`src/rtl/mem_access_ctrl.sv`:
```
// MEM-stage data SRAM access controller: issues one SRAM-like request per access,
// formats store strobes/data, aligns and extends load data, and raises address errors.
module mem_access_ctrl (
    input  logic        clk,
    input  logic        rst,
    input  logic        mem_valid,
    input  logic [2:0]  load_store_mem,
    input  logic [31:0] mem_addr,
    input  logic [31:0] store_data,
    input  logic        dm_addr_illegal,
    input  logic        flush,
    output logic        data_sram_req,
    output logic        data_sram_wr,
    output logic [1:0]  data_sram_size,
    output logic [31:0] data_sram_addr,
    output logic [3:0]  data_sram_wstrb,
    output logic [31:0] data_sram_wdata,
    input  logic        data_sram_addr_ok,
    input  logic        data_sram_data_ok,
    input  logic [31:0] data_sram_rdata,
    output logic        mem_stall,
    output logic        mem_done,
    output logic [31:0] load_result,
    output logic        ex_adel,
    output logic        ex_ades,
    output logic [31:0] badvaddr
);

    typedef enum logic [1:0] {IDLE, REQ, WAIT, DONE} state_t;

    state_t      state, state_nxt;
    logic [31:0] addr_q, wdata_q;
    logic [1:0]  size_q, off_q;
    logic        wr_q;
    logic [3:0]  wstrb_q;
    logic [2:0]  ld_type_q;
    logic        killed;

    logic        is_store, accept, bad_access;
    logic [1:0]  size_d;
    logic [3:0]  wstrb_d;
    logic [31:0] wdata_d;
    logic [7:0]  rd_byte;
    logic [15:0] rd_half;
    logic [31:0] load_ext;

    assign is_store   = load_store_mem[2] & (load_store_mem[1:0] != 2'b00);
    assign accept     = ~rst & (state == IDLE) & mem_valid & ~dm_addr_illegal & ~flush;
    assign bad_access = ~rst & (state == IDLE) & mem_valid &  dm_addr_illegal & ~flush;

    // Request formatting from the live MEM-stage inputs; captured on accept.
    always_comb begin
        size_d  = 2'd2;
        wstrb_d = '0;
        wdata_d = '0;
        case (load_store_mem)
            3'b000, 3'b001: size_d = 2'd0;
            3'b010, 3'b011: size_d = 2'd1;
            3'b101: begin
                size_d  = 2'd0;
                wstrb_d = 4'b0001 << mem_addr[1:0];
                wdata_d = {4{store_data[7:0]}};
            end
            3'b110: begin
                size_d  = 2'd1;
                wstrb_d = mem_addr[1] ? 4'b1100 : 4'b0011;
                wdata_d = {2{store_data[15:0]}};
            end
            3'b111: begin
                wstrb_d = 4'b1111;
                wdata_d = store_data;
            end
            default: size_d = 2'd2;
        endcase
    end

    always_comb begin
        state_nxt = state;
        case (state)
            IDLE:    if (accept) state_nxt = REQ;
            REQ:     if (data_sram_addr_ok) state_nxt = WAIT;
            WAIT:    if (data_sram_data_ok) state_nxt = DONE;
            DONE:    state_nxt = IDLE;
            default: state_nxt = IDLE;
        endcase
    end

    always_ff @(posedge clk) begin
        if (rst) state <= IDLE;
        else     state <= state_nxt;
    end

    always_ff @(posedge clk) begin
        if (rst) begin
            addr_q    <= '0;
            wdata_q   <= '0;
            size_q    <= '0;
            off_q     <= '0;
            wr_q      <= 1'b0;
            wstrb_q   <= '0;
            ld_type_q <= '0;
        end else if (accept) begin
            addr_q    <= mem_addr;
            wdata_q   <= wdata_d;
            size_q    <= size_d;
            off_q     <= mem_addr[1:0];
            wr_q      <= is_store;
            wstrb_q   <= wstrb_d;
            ld_type_q <= load_store_mem;
        end
    end

    // A squashed access still finishes its handshake; killed only suppresses its effects.
    always_ff @(posedge clk) begin
        if (rst)
            killed <= 1'b0;
        else if (state == DONE)
            killed <= 1'b0;
        else if ((state == REQ || state == WAIT) && flush)
            killed <= 1'b1;
    end

    always_comb begin
        case (off_q)
            2'd0:    rd_byte = data_sram_rdata[7:0];
            2'd1:    rd_byte = data_sram_rdata[15:8];
            2'd2:    rd_byte = data_sram_rdata[23:16];
            default: rd_byte = data_sram_rdata[31:24];
        endcase
        rd_half = off_q[1] ? data_sram_rdata[31:16] : data_sram_rdata[15:0];
        case (ld_type_q)
            3'b000:  load_ext = {{24{rd_byte[7]}}, rd_byte};
            3'b001:  load_ext = {24'd0, rd_byte};
            3'b010:  load_ext = {{16{rd_half[15]}}, rd_half};
            3'b011:  load_ext = {16'd0, rd_half};
            default: load_ext = data_sram_rdata;
        endcase
    end

    // A flush coinciding with data_ok counts as a kill for this response.
    always_ff @(posedge clk) begin
        if (rst)
            load_result <= '0;
        else if (state == WAIT && data_sram_data_ok && !wr_q && !killed && !flush)
            load_result <= load_ext;
    end

    assign data_sram_req   = (state == REQ);
    assign data_sram_wr    = wr_q;
    assign data_sram_size  = size_q;
    assign data_sram_addr  = addr_q;
    assign data_sram_wstrb = wstrb_q;
    assign data_sram_wdata = wdata_q;

    assign mem_stall = accept | (~rst & ((state == REQ) | (state == WAIT)));
    assign mem_done  = (state == DONE) & ~killed;
    assign ex_adel   = bad_access & ~is_store;
    assign ex_ades   = bad_access &  is_store;
    assign badvaddr  = bad_access ? mem_addr : '0;

endmodule

```
`config.mk`:
```
export PLATFORM = sky130hd
export DESIGN_NAME = mem_access_ctrl
export DESIGN_NICKNAME = d
export VERILOG_FILES = /design/src/rtl/mem_access_ctrl.sv
export SDC_FILE = /design/constraint.sdc
export NUM_CORES = 1
export LEC_CHECK = 0
export ABC_CLOCK_PERIOD_IN_PS = 4100
export CORE_ASPECT_RATIO = 1.25
export CORE_UTILIZATION = 40
export DETAILED_ROUTE_END_ITERATION = 10
export GPL_ROUTABILITY_DRIVEN = 0
export PLACE_DENSITY = 0.75
export SLEW_MARGIN = 20
export SYNTH_ARGS = -nofsm -noshare
export SYNTH_HDL_FRONTEND = slang
export SYNTH_SLANG_ARGS = --single-unit
export TNS_END_PERCENT = 5
```
`constraint.sdc`:
```
create_clock -name clk -period 4.1 [get_ports clk]
set_input_delay 0.615 -clock clk [delete_from_list [all_inputs] [get_ports clk]]
set_output_delay 0.615 -clock clk [all_outputs]
set_load 0.01 [all_outputs]
```
==> reports/qor.yml <==
global_routing:
  grt_pass1_wl_mm: 27.5
  grt_max_degree: 79
  grt.total_usage: 0.256
  grt_use_met2: 0.446
  grtUsageMet3: 0.0493
  grt_pass1_vias: 5281
  antenna_found_initial: 0
  grt_use_met1: 0.310
  grt-ovfl-total: 0
  busiest_layer: "met2"
cts:
  h-tree-depth: 3
  clock-sinks: 109
  cts_tree: "done"
  cts_buffers: 9
  clockBufferDepth: 2
  clock_latency_ns: 0.34
  root_buffer: "clkbuf_16"
  cts_resized: 0
  cts_hold_buffers: 0
  cts.clk_slew.worst_paths_ns: 0.07
  postCtsSetupBuffers: 0
finish:
  diodes: 0
  fin_util: 0.630
  fin_nets: 976
  drive_gt1_frac: 0.0505
  syn2layout_area_growth_pct: 54.1
  n_fill_cell: 1114
job:
  maxCapViolCount: 0
place:
  dp_hpwl_mm: 12.7
  place_ws_ns: 0.913
  io_buffers: 245
critical_path:
  crit_required_ns: 3.48
  r2r.worst_path.cells: 4
  crit_fanout: 31
  criticalPathCategory: "input pin to primary output"
  worstSetupStartpointType: "input pin"
  endpoint_kind: "primary output"
  cp.arrival_ns: 2.58
pwr:
  powerDensity_nw_per_um2: 317
  power_switching_w: 0.000661
  internal-power_w: 0.00187
  peakVddDrop_uv: 273
  pwr-share-clk: 0.366
  power_w: 0.00253
  seqPwrFrac: 0.446
  p_comb_frac: 0.189
  leakage_nw: 2.84
  p_sw_frac: 0.262
yosys:
  yosysTopAreaCell: "dfxtp_1"
  synth_seq_cells: 109
  yosysTopAreaCellShare: 0.421
  netlist_instances: 659
  yosysUniqueCellTypes: 42
  yosysWarningCount: 0
  postSynthAreaPerCell_sq_um: 7.86
  ys_seq_area_frac: 0.421
  synthTopCellsByArea: "dfxtp_1 42%, nand2_1 9.1%, a21oi_1 6.6%"
  syn-num-nets: 769
  syn-cell-area_sq_um: 5180
routing:
  drt-initial-drc-count: 260
  viasPerCell: 5.38
  dr.pass1.iters: 5
  wire_per_inst_um: 17.0
  num_vias: 5585
  wl_mm: 17.7
  ant_nets: 0
  drc: 0
status:
  status: "completed"
die:
  dieArea_sq_um: 13400
  core_area_sq_um: 12700
  num_rows: 46
  die_x_um: 104
  die_height_um: 129
  ioPinCount: 246
  initial_utilization: 0.409
timing:
  finalSetupViolations: 0
  drv_slew: 0
  clock_skew_ns: 0.00543
  timing.slew.headroom: 0.313
  period_minus_slack_ns: 3.20
  finalHoldViolCount: 0
  fmax_ghz: 0.313
  worst_pin_slew_ns: 1.03
  rsz0062_at_grt: "false"
  setup_slack_ns: 0.902
  post-route-period-util: 0.780
  finalSetupTns_ns: 0
hold_path:
  min_path_cells: 2
  worstHoldPathType: "flop to flop"
==> kinds of logic after synthesis <==
| kind of cell | share of synthesized area |
|---|---|
| xor gates and xnor gates | 0.00169 |
| muxes | 0.0486 |
| DFF | 0.421 |
| and+or+nand+nor | 0.209 |
| buffers and inverters | 0.0684 |
| AOI/OAI and AO/OA | 0.241 |
| adders and majority gates | 0.00966 |
==> worst max-delay path: stages <==
cell and delay (ns):
clkdlybuf4s50_1 0.49, nand4bb_1 0.22, buf_4 0.19, nor2_1 0.09
buf_4 0.25, and2_1 0.17, clkdlybuf4s50_1 0.55
==> worst paths after layout <==
kind                  startpoint                  end  slack [ns]
min          data_sram_wdata[13]  data_sram_wdata[13]        0.45
max                        flush         badvaddr[30]        0.90
max reg2reg    data_sram_addr[1]      load_result[26]        1.64
min reg2reg  data_sram_wdata[13]  data_sram_wdata[13]        0.45
==> cell usage after synthesis <==
cell and instances:
ha_1 4, a21o_1 1, a21oi_1 68, nand4bb_1 1, nor2_1 12, nand2_1 126
a211oi_1 2, a221oi_2 1, buf_2 24, clkinv_1 1, nor2_2 1, nor2b_1 6
and2_1 32, nand2b_1 4, o21a_1 6, xnor2_1 1, or4b_1 1, nor4_1 1
a31oi_1 21, clkbuf_1 31, dfxtp_1 109, mux2i_1 15, a32o_1 10, nand3_1 40
o41a_1 1, nor3_1 7, a22oi_1 11, a41oi_1 1, buf_1 2, o21ai_1 1
buf_6 1, a22o_1 8, o22ai_1 8, mux2_2 9, a21boi_0 15, nor3_2 1
inv_1 24, o211ai_2 1, clkbuf_2 1, and4bb_2 1, o21ai_0 48, nor4_2 1
==> registers in the layout, summed over array words and instances, names as in the netlist <==
| name | count |
|---|---|
| data_sram_addr | 32 |
| data_sram_wdata | 32 |
| load_result | 32 |
| data_sram_wstrb | 4 |
| ld_type_q | 3 |
| data_sram_size | 2 |
| state | 2 |
| data_sram_wr | 1 |
| killed | 1 |
==> placed cells by master, fill, tap and decap left out, types with 9 or more instances in the layout <==
| cell type | instances |
|---|---|
| nor2_1 | 12 |
| a22oi_1 | 11 |
| mux2_2 | 9 |
| dfxtp_1 | 108 |
| a32o_1 | 10 |
| clkdlybuf4s50_1 | 244 |
| nand2_1 | 126 |
| mux2i_1 | 15 |
| o21ai_0 | 48 |
| and2_1 | 32 |
| a21boi_0 | 15 |
| buf_4 | 10 |
| clkbuf_16 | 9 |
| a21oi_1 | 68 |
| nand3_1 | 40 |
| inv_1 | 24 |
| a31oi_1 | 21 |
==> metal layers <==
metal,part of all wire,up-vias
met4,0.027,0
met5,0,-
li1,-,2699
met3,0.068,26
met1,0.41,2625
met2,0.50,235
==> power groups by stage <==
stage | Combinational (W) | Clock, W | Sequential (W)
after floorplan | 0.000212 | 0 | 0.00115
after global placement | 0.000464 | 0 | 0.00115
after detailed placement | 0.000472 | 0 | 0.00115
after CTS | 0.000475 | 0.000938 | 0.00113
after global routing | 0.000512 | 0.000982 | 0.00113
final | 0.000477 | 0.000924 | 0.00113
==> area by class of cell <==
class | count | area [sq um] | area share
multi-input cells | 466 | 2650 | 0.332
repair buffers | 255 | 2520 | 0.316
flip-flops and latches | 109 | 2180 | 0.274
clock buffers | 12 | 267 | 0.0334
well taps | 168 | 210 | 0.0263
inverters | 25 | 93.8 | 0.0118
clock inverters | 4 | 52.6 | 0.00659
==> through the flow <==
step / area, sq um / hold slack [ns] / std cells
after floorplan: 5180 / 0.450 / 659
after global placement: 7660 / 0.443 / 1023
after detailed placement: 7660 / 0.444 / 1023
after CTS: 7980 / 0.455 / 1039
after global routing: 7980 / 0.478 / 1039
final: 7980 / 0.453 / 1039
(Power assumes the default switching activity.)
